[src/rtl/ext_trigger_responder_if.sv]
// Purpose : trigger handshake bundle between a trigger generator and the detector-side responder.
// Latency : n/a (wires only).
// Backpress: trig_out high tells the generator not to fire again until it drops.
// Signals : trig_in (active-low trigger, idle high), err_clr (clears sticky flags),
//           trig_out (busy), trig_valid (accept pulse), trig_count, err_runt, err_overlap.
interface ext_trigger_responder_if #(
    parameter int CNT_W = 16
);
    logic             trig_in;
    logic             err_clr;
    logic             trig_out;
    logic             trig_valid;
    logic [CNT_W-1:0] trig_count;
    logic             err_runt;
    logic             err_overlap;

    // Generator / board side: drives the trigger, watches busy and status.
    modport master (
        output trig_in,
        output err_clr,
        input  trig_out,
        input  trig_valid,
        input  trig_count,
        input  err_runt,
        input  err_overlap
    );

    // Responder side.
    modport slave (
        input  trig_in,
        input  err_clr,
        output trig_out,
        output trig_valid,
        output trig_count,
        output err_runt,
        output err_overlap
    );
endinterface

[src/rtl/ext_trigger_responder.sv]
// Purpose : detector stand-in; qualifies the active-low trigger width, answers with a fixed busy window.
// Latency : busy rises 2 + MIN_TICKS cycles after trig_in falls (2-flop sync + width qualification).
// Backpress: trig_out high for BUSY_TICKS cycles; edges during busy are flagged and ignored.
// Ports   : i_clk, i_rst_n (async active-low), trig_bus (slave modport: trig_in/err_clr in,
//           trig_out/trig_valid/trig_count/err_runt/err_overlap out, all outputs registered).
module ext_trigger_responder #(
    parameter int CLK_MHZ        = 24,
    parameter int T_US_MIN_PULSE = 10,
    parameter int T_US_BUSY      = 1000,
    parameter int CNT_W          = 16
) (
    input  logic                    i_clk,
    input  logic                    i_rst_n,
    ext_trigger_responder_if.slave  trig_bus
);

    localparam int MIN_TICKS  = T_US_MIN_PULSE * CLK_MHZ;
    localparam int BUSY_TICKS = T_US_BUSY * CLK_MHZ;
    localparam int MIN_W      = $clog2(MIN_TICKS + 1);
    localparam int BUSY_W     = $clog2(BUSY_TICKS + 1);

    // Width counter value at which the current low sample is the MIN_TICKS-th one.
    localparam logic [MIN_W-1:0]  MIN_LAST  = MIN_W'(MIN_TICKS - 1);
    localparam logic [BUSY_W-1:0] BUSY_LAST = BUSY_W'(BUSY_TICKS);

    typedef enum logic [1:0] {
        S_IDLE,
        S_MEASURE,
        S_BUSY,
        S_WAIT_HIGH
    } state_t;

    state_t            r_state;
    logic              r_sync1;
    logic              r_trig_s;
    logic              r_trig_prev;
    logic [MIN_W-1:0]  r_width;
    logic [BUSY_W-1:0] r_busy_cnt;
    logic              r_trig_out;
    logic              r_trig_valid;
    logic [CNT_W-1:0]  r_trig_count;
    logic              r_err_runt;
    logic              r_err_overlap;

    logic              w_fall;
    logic              w_accept;

    assign w_fall = r_trig_prev & ~r_trig_s;

    // The IDLE sample that starts measurement is the first low sample, so with
    // MIN_TICKS == 1 that sample alone accepts and a runt cannot happen.
    always_comb begin
        w_accept = 1'b0;
        if (!r_trig_s) begin
            if (r_state == S_IDLE && MIN_TICKS == 1)
                w_accept = 1'b1;
            else if (r_state == S_MEASURE && r_width == MIN_LAST)
                w_accept = 1'b1;
        end
    end

    always_ff @(posedge i_clk or negedge i_rst_n) begin
        if (!i_rst_n) begin
            r_state       <= S_IDLE;
            r_sync1       <= 1'b1;
            r_trig_s      <= 1'b1;
            r_trig_prev   <= 1'b1;
            r_width       <= '0;
            r_busy_cnt    <= '0;
            r_trig_out    <= 1'b0;
            r_trig_valid  <= 1'b0;
            r_trig_count  <= '0;
            r_err_runt    <= 1'b0;
            r_err_overlap <= 1'b0;
        end else begin
            r_sync1      <= trig_bus.trig_in;
            r_trig_s     <= r_sync1;
            r_trig_prev  <= r_trig_s;
            r_trig_valid <= 1'b0;

            // Clear first; any set below in the same cycle overrides it.
            if (trig_bus.err_clr) begin
                r_err_runt    <= 1'b0;
                r_err_overlap <= 1'b0;
            end

            if (w_accept) begin
                r_state      <= S_BUSY;
                r_busy_cnt   <= BUSY_W'(1);
                r_trig_out   <= 1'b1;
                r_trig_valid <= 1'b1;
                r_trig_count <= r_trig_count + 1'b1;
            end else begin
                case (r_state)
                    S_IDLE: begin
                        r_trig_out <= 1'b0;
                        // Level-sensitive so a line already low at reset release is still measured.
                        if (!r_trig_s) begin
                            r_state <= S_MEASURE;
                            r_width <= MIN_W'(1);
                        end
                    end
                    S_MEASURE: begin
                        if (r_trig_s) begin
                            r_err_runt <= 1'b1;
                            r_state    <= S_IDLE;
                        end else begin
                            r_width <= r_width + 1'b1;
                        end
                    end
                    S_BUSY: begin
                        if (w_fall)
                            r_err_overlap <= 1'b1;
                        if (r_busy_cnt == BUSY_LAST) begin
                            r_trig_out <= 1'b0;
                            r_state    <= r_trig_s ? S_IDLE : S_WAIT_HIGH;
                        end else begin
                            r_busy_cnt <= r_busy_cnt + 1'b1;
                        end
                    end
                    S_WAIT_HIGH: begin
                        // A held-low line must return high before it can trigger again.
                        if (r_trig_s)
                            r_state <= S_IDLE;
                    end
                    default: r_state <= S_IDLE;
                endcase
            end
        end
    end

    assign trig_bus.trig_out    = r_trig_out;
    assign trig_bus.trig_valid  = r_trig_valid;
    assign trig_bus.trig_count  = r_trig_count;
    assign trig_bus.err_runt    = r_err_runt;
    assign trig_bus.err_overlap = r_err_overlap;

endmodule

[src/flat_wrapper.sv]
// flat-port wrapper written by rule: the top's interface ports become plain ports
module ext_trigger_responder_flat 
#(
    parameter int CLK_MHZ        = 24,
    parameter int T_US_MIN_PULSE = 10,
    parameter int T_US_BUSY      = 1000,
    parameter int CNT_W          = 16
)
  (i_clk, i_rst_n, trig_bus_trig_in, trig_bus_err_clr, trig_bus_trig_out, trig_bus_trig_valid, trig_bus_trig_count, trig_bus_err_runt, trig_bus_err_overlap);
  ext_trigger_responder_if #(.CNT_W(CNT_W)) trig_bus_i ();
  input  logic i_clk;
  input  logic i_rst_n;
  input wire logic [$bits(trig_bus_i.trig_in)-1:0] trig_bus_trig_in;
  input wire logic [$bits(trig_bus_i.err_clr)-1:0] trig_bus_err_clr;
  output wire logic [$bits(trig_bus_i.trig_out)-1:0] trig_bus_trig_out;
  output wire logic [$bits(trig_bus_i.trig_valid)-1:0] trig_bus_trig_valid;
  output wire logic [$bits(trig_bus_i.trig_count)-1:0] trig_bus_trig_count;
  output wire logic [$bits(trig_bus_i.err_runt)-1:0] trig_bus_err_runt;
  output wire logic [$bits(trig_bus_i.err_overlap)-1:0] trig_bus_err_overlap;
  assign trig_bus_i.trig_in = trig_bus_trig_in;
  assign trig_bus_i.err_clr = trig_bus_err_clr;
  assign trig_bus_trig_out = trig_bus_i.trig_out;
  assign trig_bus_trig_valid = trig_bus_i.trig_valid;
  assign trig_bus_trig_count = trig_bus_i.trig_count;
  assign trig_bus_err_runt = trig_bus_i.err_runt;
  assign trig_bus_err_overlap = trig_bus_i.err_overlap;
  ext_trigger_responder #(.CLK_MHZ(CLK_MHZ), .T_US_MIN_PULSE(T_US_MIN_PULSE), .T_US_BUSY(T_US_BUSY), .CNT_W(CNT_W)) u_core (.i_clk(i_clk), .i_rst_n(i_rst_n), .trig_bus(trig_bus_i));
endmodule
[config.mk]
export PLATFORM = sky130hd
export DESIGN_NAME = ext_trigger_responder_flat
export DESIGN_NICKNAME = d
export VERILOG_FILES = /design/src/rtl/ext_trigger_responder_if.sv /design/src/rtl/ext_trigger_responder.sv /design/src/flat_wrapper.sv
export SDC_FILE = /design/constraint.sdc
export NUM_CORES = 1
export LEC_CHECK = 0
export ABC_AREA = 1
export CAP_MARGIN = 20
export CORE_MARGIN = 4
export CORE_UTILIZATION = 25
export DETAILED_ROUTE_END_ITERATION = 6
export GPL_ROUTABILITY_DRIVEN = 0
export GPL_TIMING_DRIVEN = 0
export PLACE_DENSITY = 0.5
export SETUP_SLACK_MARGIN = 0.1
export SYNTH_ARGS = -nofsm -noshare
export SYNTH_HDL_FRONTEND = slang
export SYNTH_SLANG_ARGS = --single-unit
[constraint.sdc]
create_clock -name i_clk -period 1.6 [get_ports i_clk]
set_clock_uncertainty 0.2 [all_clocks]
set_input_delay 0.16 -clock i_clk [delete_from_list [all_inputs] [get_ports i_clk]]
set_output_delay 0.16 -clock i_clk [all_outputs]
set_load 0.02 [all_outputs]
==> results by group, run 1 <==
Layout
  – Most frequent cells in the layout: 100 x nand2_1, 41 x dfrtp_1, 32 x nor2_1
  – Synth-to-layout area growth: 36.5%
  – Most common cell after layout, fill and taps aside: nand2_1
  – Fin area: around 3700 um^2
  – Final nets: roughly 410
  – Fillers: roughly 1100
  – Fraction of layout instances using a drive strength above 1: 0.240
  – Diode count: 0
  – Non-filler instance count after layout: 540

Route
  – DRT Wirelength: between 6000 and 7000 um
  – Drc violations: 0
  – Routed vias/inst: 4.46
  – Wirelength per Cell: approximately 12 um
  – Pre-antenna DRT Iters: 4
  – Initial DRC count: around 140
  – Post-route ant nets: 0
  – Via count: between 2000 and 2500

Worst setup path
  – R2r worst-path depth: 9
  – RR Startpoint: u_core.r_width[0]
  – Worst-path cell chain: ha_2, nand2_2, nor2_4, nand4_4, nand2_4, inv_6, clkbuf_16, nand2_2, nand2_1
  – Crit path max-delay cell type: dfrtp_1
  – Max incr delay on CP: around 0.40 ns
  – Most frequent CP cell: nand2_2
  – Setup slack, reg-to-reg: -0.20 ns
  – Crit path kind: flop to flop
  – CP Capture Type: flop
  – CP startpoint kind: flop
  – WP data required: about 1.6 ns
  – Crit Path Max Fanout: 6
  – Data arrival, critical path: 1.81 ns
  – R2r endpoint: u_core.r_busy_cnt[10]

Timing
  – Tcrit/Tclk final: 1.13
  – Final setup viols: 43
  – Fmax: about 550 MHz
  – Hold WS: a little under 0.06 ns
  – Min Clock Period, post-route: ~1.8 ns
  – Worst slew margin: 0.676
  – Worst-Margin Slew: around 0.5 ns
  – RSZ-0062 raised after global routing: true
  – Max-slew violation count: 0
  – Fin. Hold Viols: 0
  – Worst Slack Setup Final: -0.204 ns

Power and ir drop
  – Power Density: just over 700 nW/um^2
  – Logic pwr share: 0.056
  – Register share of total power: 0.477
  – Leak Pwr: between 1.5 and 2 nW
  – Switching Fraction: 0.214
  – Worst IR drop on VDD: about 430 uV
  – Clock power share: 0.467
  – Pint: just over 0.002 W
  – Sw Pwr: around 0.00057 W

Floorplanning
  – Initial Util: 0.258
  – Die Wd: around 110 um
  – Die Y: 112 um
  – FP Rows: 37
  – Die Footprint: approximately 12000 um^2
  – Core Region: around 10000 um^2
  – I/O Pins: 24

Place
  – Dpl cells: between 500 and 600
  – Place WS: -0.191 ns
  – Placed inst area: 3140 um^2
  – Port bufs: 23
  – DP Wirelength: roughly 4500 um

Synth
  – Yosys cell types: 29
  – Compound-cell area share of the yosys netlist: 0.0559
  – Synthesized cell area: around 2700 um^2
  – Yosys warns: 0
  – Post-synthesis adder-cell area fraction: 0.0186
  – Largest family of logic cells by synthesized area: simple AND/OR/NAND/NOR gates
  – Synth Area in Simple Gates: 0.359
  – Syn_nets: 360
  – Yosys reg bits: 48
  – XOR/XNOR Fraction of Synth Area: 0.0489
  – Avg Inst Size Synth: about 7.6 um^2
  – Syn Inst Count: 352
  – Post-synthesis mux area share: 0
  – Sequential-to-total area share from yosys stat: 0.448

Global routing
  – First-pass GRT wire length: 11300 um
  – Met3 Usage GRT: 0.0212
  – GR Util met1: 0.143
  – Vias in the first global route: 2342
  – Busiest metal layer after global routing: met2
  – Routing usage on met2: 0.181
  – Pin count of the biggest net entering global routing: 31
  – Initial antenna violation count: 0
  – GR Overflow Total: 0
  – Total GRT Usage: 0.107

CTS
  – Clk Latency, worst-skew pair: 0.31 ns
  – CTS tree: yes
  – Clk sinks: 48
  – CTS Root Cell: clkbuf_8
  – Total CTS buffers: 5
  – Clock Path Buffers: 2
  – Clk slew on worst S/H paths: approximately 0.10 ns
  – H-tree Lvls: 2

Flow run
  – Number of max-cap violations: 0

Worst hold path
  – Worst Hold Class: primary input to flop
  – WHS Endpoint: u_core.r_sync1
  – Hold Path Stages: 1
  – Hold Startpoint: trig_bus_trig_in

Outcome
  – Failing checks: setup timing
  – Run status: finished, violations left
==> Yosys cell counts, drive strengths merged <==
library cell  count  area share
inv              38       0.053
o21a              1      0.0028
ha                4       0.019
o22ai             1      0.0023
nor3              3      0.0056
a21boi            2      0.0070
nand3            27       0.052
nand3b            2      0.0056
xor2             12       0.039
nor2             44       0.074
buf               5       0.016
nand4            16       0.043
nand2           122        0.17
dfstp             3       0.029
or2               2      0.0047
o21bai            3      0.0084
o21ai            19       0.035
dfrtp            45        0.42
xnor2             3      0.0098
==> cell type report <==
cell class | instances | area [um^2] | area share
buffer | 5 | 62.6 | 0.0170
clock buffer | 5 | 68.8 | 0.0188
clock inverter | 3 | 90.1 | 0.0245
inverter | 38 | 150 | 0.0409
multi-input combinational | 261 | 1440 | 0.392
sequential | 48 | 1210 | 0.330
tap | 136 | 170 | 0.0464
timing repair buffer | 44 | 480 | 0.131
==> registers in the layout (all words and copies together) (netlist names) <==
name / flops
u_core.r_trig_s: 1
u_core.trig_bus.trig_valid: 1
u_core.r_trig_prev: 1
u_core.trig_bus.trig_out: 1
u_core.r_busy_cnt: 15
u_core.trig_bus.trig_count: 16
u_core.trig_bus.err_runt: 1
u_core.r_width: 8
u_core.r_sync1: 1
u_core.trig_bus.err_overlap: 1
u_core.r_state: 2
==> metrics by stage <==
stage	total power, W	utilization	TNS (ns)
6_report	0.00264	0.352	-6.08
5_1_grt	0.00275	0.352	-10.61
4_1_cts	0.00268	0.332	-5.31
3_5_place_dp	0.00142	0.301	-4.70
3_3_place_gp	0.00141	0.300	-69.21
2_1_floorplan	0.00135	-	0
==> cells by family after synthesis <==
| kind of cell | count (synthesis) |
|---|---|
| xor+xnor | 15 |
| buf+inv | 43 |
| simple gates | 216 |
| compound gates | 26 |
| fa+ha+maj | 4 |
| flops | 48 |
==> layer usage <==
metal | part of all wire | wire length, um
met1 | 0.48 | 3110
met3 | 0.038 | 248
met5 | 0 | 0
met2 | 0.48 | 3110
met4 | 0.0092 | 60
==> worst max path at each step <==
stage | startpoint | depth (start not counted) | to
after CTS | u_core.r_width[0] | 7 | u_core.r_busy_cnt[12]
after global placement | i_rst_n | 1 | u_core.trig_bus.trig_count[0]
after floorplan | u_core.r_width[0] | 9 | u_core.trig_bus.trig_count[12]
final | u_core.r_width[0] | 9 | u_core.r_busy_cnt[10]
after detailed placement | u_core.r_busy_cnt[0] | 11 | u_core.r_busy_cnt[9]
after global routing | u_core.r_width[1] | 8 | u_core.r_busy_cnt[13]
==> timing repair <==
item	CTS	global route
buffers inserted	9	7
gates cloned	1	2
pin swaps	6	14
hold buffers	1	0
endpoints found under the setup margin	63	47
hold endpoints to repair	18	0
gates resized for setup	39	41
==> worst max-delay path, delay by kind of cell (launching register included) <==
kind / cells / cell delay, ns
buf+inv: 2 / 0.21
flops: 1 / 0.40
fa+ha+maj: 1 / 0.20
simple gates: 6 / 0.70
==> power groups by stage <==
stage | clock network, W | registers, W | logic [W]
detailed placement | 0 | 0.00128 | 0.000140
CTS | 0.00127 | 0.00126 | 0.000153
global route | 0.00131 | 0.00127 | 0.000169
floorplan | 0 | 0.00128 | 0.0000700
finish | 0.00123 | 0.00126 | 0.000147
global placement | 0 | 0.00128 | 0.000131
Power figures use the tool's default switching activity.
==> run 2, diff against run 1 <==
--- a/config.mk
+++ b/config.mk
@@ -7,13 +7,14 @@
 export LEC_CHECK = 0
 export ABC_AREA = 1
 export CAP_MARGIN = 20
-export CORE_MARGIN = 4
+export CORE_MARGIN = 10
 export CORE_UTILIZATION = 25
 export DETAILED_ROUTE_END_ITERATION = 6
 export GPL_ROUTABILITY_DRIVEN = 0
 export GPL_TIMING_DRIVEN = 0
 export PLACE_DENSITY = 0.5
 export SETUP_SLACK_MARGIN = 0.1
+export SLEW_MARGIN = 20
 export SYNTH_ARGS = -nofsm -noshare
 export SYNTH_HDL_FRONTEND = slang
 export SYNTH_SLANG_ARGS = --single-unit
==> run 2 against run 1 <==
  * The run still ends with setup timing left
  * Flip-flop and latch count is the same
  * Cell count increased by 1.7%
  * First-iteration DRC count shrank 9.6%
  * Largest power group unchanged
  * Sequential power about the same
  * Worst hold slack got worse by 0.0074 ns
  * Routed wire length rose by 1.7%
  * Count of clock-buffer cells in the layout is 1 higher
  * Utilization grew 0.17 points
  * Non-clock buffer count up 9
  * Maximum frequency increased by 2.7%
==> results by group, run 2 (synthesis results as in run 1) <==
Floorplanning
  – FP Rows: 37
  – I/O Pins: 24
  – Die Footprint: about 15000 um^2
  – Die Y: about 120 um
  – Core Region: 10400 um^2
  – Initial Util: 0.258
  – Die Wd: roughly 120 um

Place
  – Place WS: -0.187 ns
  – Port bufs: 23
  – DP Wirelength: between 4000 and 5000 um
  – Placed inst area: roughly 3100 um^2

CTS
  – Clk sinks: 48
  – CTS tree: yes
  – Clk slew on worst S/H paths: 0.09 ns
  – H-tree Lvls: 2
  – Total CTS buffers: 5
  – Clk Latency, worst-skew pair: roughly 0.31 ns
  – CTS Root Cell: clkbuf_8
  – Clock Path Buffers: 2

Route
  – Drc violations: 0
  – DRT Wirelength: 6640 um
  – Via count: roughly 2400
  – Routed vias/inst: ~4.4
  – Initial DRC count: 123
  – Pre-antenna DRT Iters: 4
  – Wirelength per Cell: around 12 um
  – Post-route ant nets: 0

Global routing
  – Pin count of the biggest net entering global routing: 49
  – Total GRT Usage: 0.0906
  – First-pass GRT wire length: about 11000 um
  – Vias in the first global route: roughly 2400
  – Initial antenna violation count: 0
  – GR Overflow Total: 0

Layout
  – Final nets: 420
  – Fin area: ~3700 um^2
  – Fraction of layout instances using a drive strength above 1: 0.288
  – Most common cell after layout, fill and taps aside: nand2_1
  – Synth-to-layout area growth: 37.2%
  – Most frequent cells in the layout: 95 x nand2_1, 39 x dfrtp_1, 31 x inv_1, 31 x nor2_1, 24 x nand2_2
  – Largest register FFs: 16
  – Diode count: 0
  – Core Util, Final: 0.354

Worst setup path
  – Worst path top cell family by delay: simple AND/OR/NAND/NOR gates
  – Max incr delay on CP: a little over 0.4 ns
  – Crit path kind: flop to flop
  – Crit Path Max Fanout: 4
  – Data arrival, critical path: around 1.8 ns
  – Crit path max-delay cell type: dfrtp_1
  – Worst path bufs/invs: 3
  – Worst-path cell chain: inv_2, ha_4, nand3_4, nor2_4, nand2_2, nand2_2, nand2_4, buf_12, buf_6, nand2_1, nand2_1
  – WP data required: approximately 1.6 ns
  – CP Capture Type: flop
  – CP startpoint kind: flop

Power and ir drop
  – Leak Pwr: between 1.5 and 2 nW
  – Power Density: between 500 and 600 nW/um^2
  – Worst IR drop on VDD: ~300 uV

Timing
  – Fin Setup TNS: -3.15 ns
  – Tcrit/Tclk final: 1.10
  – Fmax: between 500 and 600 MHz
  – Worst Slack Setup Final: -0.156 ns
  – RSZ-0062 raised after global routing: true
  – Min Clock Period, post-route: 1.76 ns
  – Final setup viols: between 40 and 50
  – Max-slew violation count: 0
  – Hold WS: 0.0518 ns
  – Worst-Margin Slew: ~0.63 ns
  – Worst slew margin: 0.578
  – Fin. Hold Viols: 0

Flow run
  – Number of max-cap violations: 0

Outcome
  – Failing checks: setup timing
  – Run status: finished, violations left

Worst hold path
  – Worst Hold Class: primary input to flop
[run 2: final cells by class]
type                            count  area [um^2]
Fill cell                        1083         6730
Multi-Input combinational cell    261         1490
Sequential cell                    48         1210
Timing Repair Buffer               53          504
Tap cell                          136          170
Inverter                           38          153
Clock buffer                        6         82.6
Buffer                              5         60.1
Clock inverter                      2         13.8
[run 2: worst reg2reg max path: stages (launching register included)]
cell and delay, ns:
dfrtp_1 0.41, inv_2 0.09, ha_4 0.15, nand3_4 0.07, nor2_4 0.16, nand2_2 0.06
nand2_2 0.09, nand2_4 0.08, buf_12 0.14, buf_6 0.11, nand2_1 0.05, nand2_1 0.05
[run 2: path summary, 6_finish.rpt]
path,from,end,cells after the start,slack (ns)
worst max-delay path,u_core.r_busy_cnt[0],u_core.r_busy_cnt[5],11,-0.16
worst max register to register,u_core.r_busy_cnt[0],u_core.r_busy_cnt[5],11,-0.16
min in group asynchronous,i_rst_n,u_core.r_width[5],2,0.21
max in group asynchronous,i_rst_n,u_core.trig_bus.trig_count[4],2,0.52
worst min-delay path,trig_bus_trig_in,u_core.r_sync1,1,0.05
worst min register to register,u_core.r_sync1,u_core.r_trig_s,0,0.16
[run 2: routing by layer]
metal,up-vias,part of all wire,track usage
met1,1130,0.46,0.112
li1,1246,-,-
met3,4,0.044,0.0199
met2,38,0.49,0.151
met4,0,0.012,0.0342
met5,-,0,0
[run 2: report_power, final]
part / internal (W) / leakage (nW) / total (W) / switching (W)
clock network: 0.000355 / 0.0516 / 0.000793 / 0.000439
registers: 0.00124 / 0.643 / 0.00126 / 0.0000190
logic: 0.0000613 / 1.05 / 0.000157 / 0.0000958
total: 0.00166 / 1.75 / 0.00221 / 0.000554
[run 2: timing repair]
action                                  CTS  global route
endpoints found under the hold margin    45             0
endpoints found under the setup margin   63            47
hold buffers                              1             0
buffers inserted                         24             2
gates cloned                              3             0
resized for setup                        75            28
pin swaps                                 9            11
[run 2: per-stage QoR]
step | total power, W | instances
final | 0.00221 | 549
after global placement | 0.00141 | 511
after global routing | 0.00231 | 549
after floorplan | 0.00135 | 352
after detailed placement | 0.00142 | 511
after CTS | 0.00225 | 547
==> run 3, diff against run 2 <==
--- a/config.mk
+++ b/config.mk
@@ -14,6 +14,7 @@
 export GPL_TIMING_DRIVEN = 0
 export PLACE_DENSITY = 0.5
 export SETUP_SLACK_MARGIN = 0.1
+export SKIP_LAST_GASP = 1
 export SLEW_MARGIN = 20
 export SYNTH_ARGS = -nofsm -noshare
 export SYNTH_HDL_FRONTEND = slang
==> run 3 against run 2 <==
  * The flow still finishes with violations (setup timing)
  * Sequential share of layout area grew 0.056 points
  * Largest cell class unchanged
  * Utilization shrank 0.060 points
  * Final area shrank 0.17%
  * Sequential power is essentially flat
  * Combinational power is essentially flat
  * Register-to-register slack is essentially flat
  * Cell count is the same
  * Largest power group unchanged
  * First-iteration DRC count shrank 0.81%
  * Via count grew 0.25%
  * Critical path depth is the same
  * Routed wire length shrank 0.74%
==> results by group, run 3 (synthesis results as in run 1) <==
Outcome
  – Run status: finished, violations left
  – Failing checks: setup timing

Worst setup path
  – CP startpoint kind: flop
  – Crit Path Max Fanout: 4
  – Worst-path cell chain: inv_2, ha_4, nand3_4, nor2_4, nand2_2, nand2_2, nand2_4, buf_12, buf_6, nand2_1, nand2_1
  – Setup slack, reg-to-reg: -0.15 ns
  – Crit path kind: flop to flop
  – R2r endpoint: u_core.r_busy_cnt[5]
  – RR Startpoint: u_core.r_busy_cnt[0]
  – R2r worst-path depth: 11
  – Max incr delay on CP: about 0.41 ns
  – CP Capture Type: flop
  – Crit path max-delay cell type: dfrtp_1
  – CP Capture Point: u_core.r_busy_cnt[5]
  – Worst path top cell family by delay: simple AND/OR/NAND/NOR gates
  – WP data required: 1.60 ns
  – Beginning of the critical path: u_core.r_busy_cnt[0]
  – Data arrival, critical path: between 1.5 and 2 ns
  – Worst path bufs/invs: 3
  – WP depth: 11

Layout
  – Fillers: around 1100
  – Fraction of layout instances using a drive strength above 1: 0.283
  – Most common cell after layout, fill and taps aside: nand2_1
  – Synth-to-layout area growth: 37.0%
  – Core Util, Final: 0.353
  – Largest register FFs: 16
  – Most frequent cells in the layout: 97 x nand2_1, 39 x dfrtp_1, 31 x inv_1, 31 x nor2_1, 22 x nand2_2
  – Final nets: 420
  – Diode count: 0

Floorplanning
  – Die Wd: 124 um
  – I/O Pins: 24
  – Die Footprint: about 15000 um^2
  – Die Y: 124 um
  – FP Rows: 37
  – Initial Util: 0.258
  – Core Region: ~10000 um^2

Worst hold path
  – Worst Hold Class: primary input to flop
  – Hold Startpoint: trig_bus_trig_in

CTS
  – CTS Root Cell: clkbuf_8
  – Clk Latency, worst-skew pair: between 0.3 and 0.4 ns
  – H-tree Lvls: 2
  – Clk slew on worst S/H paths: 0.09 ns
  – Clock Path Buffers: 2
  – Clk sinks: 48
  – CTS tree: yes
  – Total CTS buffers: 5

Route
  – Routed vias/inst: ~4.4
  – Wirelength per Cell: between 10 and 15 um
  – DRT Wirelength: ~6600 um
  – Via count: ~2400
  – Drc violations: 0
  – Initial DRC count: ~120
  – Post-route ant nets: 0
  – Pre-antenna DRT Iters: 4

Flow run
  – Number of max-cap violations: 0

Timing
  – Tcrit/Tclk final: 1.10
  – Fin. Hold Viols: 0
  – Min Clock Period, post-route: 1.75 ns
  – Worst Slack Setup Final: -0.154 ns
  – Worst-Margin Slew: about 0.63 ns
  – Worst slew margin: 0.578
  – Final setup viols: 42
  – Fmax: 570 MHz
  – RSZ-0062 raised after global routing: true
  – Max-slew violation count: 0
  – Hold WS: about 0.052 ns

Power and ir drop
  – Pwr Total: roughly 0.0022 W
  – Worst IR drop on VDD: about 300 uV
  – Leak Pwr: ~1.7 nW
  – Power Density: between 600 and 700 nW/um^2

Place
  – Port bufs: 23
  – DP Wirelength: 4460 um

Global routing
  – Pin count of the biggest net entering global routing: 49
  – Initial antenna violation count: 0
  – Vias in the first global route: ~2400
  – First-pass GRT wire length: ~11000 um
  – Total GRT Usage: 0.0901
  – GR Overflow Total: 0
==> run 3: cell count changes in the layout (fill, tap and decap cells not counted), sizes merged <==
cell,delta
clkdlybuf4s15,-1
dlygate4sd2,+1
==> run 3: worst register-to-register path: stages (launching register included) <==
cell and delay, ns:
dfrtp_1 0.41, inv_2 0.09, ha_4 0.15, nand3_4 0.07
nor2_4 0.16, nand2_2 0.06, nand2_2 0.09, nand2_4 0.08
buf_12 0.14, buf_6 0.10, nand2_1 0.05, nand2_1 0.05
==> run 3: layer usage <==
layer / vias up / part of all wire / global-route usage
met5: - / 0 / 0
met4: 0 / 0.012 / 0.0342
met3: 4 / 0.041 / 0.0199
met2: 30 / 0.49 / 0.150
met1: 1146 / 0.46 / 0.112
li1: 1244 / - / -
==> run 3: cell type report <==
class / instances / area [um^2] / share of cell area
Buffer: 5 / 60.1 / 0.0163
Clock buffer: 6 / 82.6 / 0.0224
Clock inverter: 2 / 13.8 / 0.00374
Inverter: 38 / 153 / 0.0415
Multi-Input combinational cell: 261 / 1490 / 0.404
Sequential cell: 48 / 1210 / 0.329
Tap cell: 136 / 170 / 0.0462
Timing Repair Buffer: 53 / 503 / 0.137
==> run 3: where the power goes <==
group / switching (W) / leakage [nW] / total [W] / internal (W)
sequential: 0.0000190 / 0.643 / 0.00126 / 0.00124
combinational: 0.0000959 / 1.06 / 0.000157 / 0.0000613
clock: 0.000438 / 0.0516 / 0.000793 / 0.000355
==> run 3: worst min-delay path by stage <==
stage                               end  slack, ns  cells past startpoint
5_1_grt                  u_core.r_sync1       0.03                      1
6_report                 u_core.r_sync1       0.05                      1
2_1_floorplan      u_core.r_busy_cnt[0]      -0.34                      0
3_3_place_gp            u_core.r_trig_s       0.15                      0
4_1_cts                  u_core.r_sync1       0.04                      1
3_5_place_dp   u_core.trig_bus.trig_out       0.04                      1
==> run 3: through the flow <==
stage / setup TNS (ns) / cell area, um^2 / worst slack (ns) / cells
2_1_floorplan: 0 / 2720 / 0.0203 / 352
3_3_place_gp: -67.88 / 3120 / -1.56 / 511
3_5_place_dp: -4.37 / 3120 / -0.187 / 511
4_1_cts: -2.83 / 3590 / -0.120 / 547
5_1_grt: -7.89 / 3680 / -0.262 / 549
6_report: -3.14 / 3680 / -0.154 / 549
==> run 3: repair_timing <==
| action | in CTS | in global routing |
|---|---|---|
| setup buffers | 24 | 2 |
| endpoints found under the hold margin | 45 | 0 |
| hold buffers | 1 | 0 |
| resized for setup | 68 | 32 |
| cloned | 3 | 0 |
| endpoints found under the setup margin | 63 | 46 |
| pin swaps | 8 | 12 |
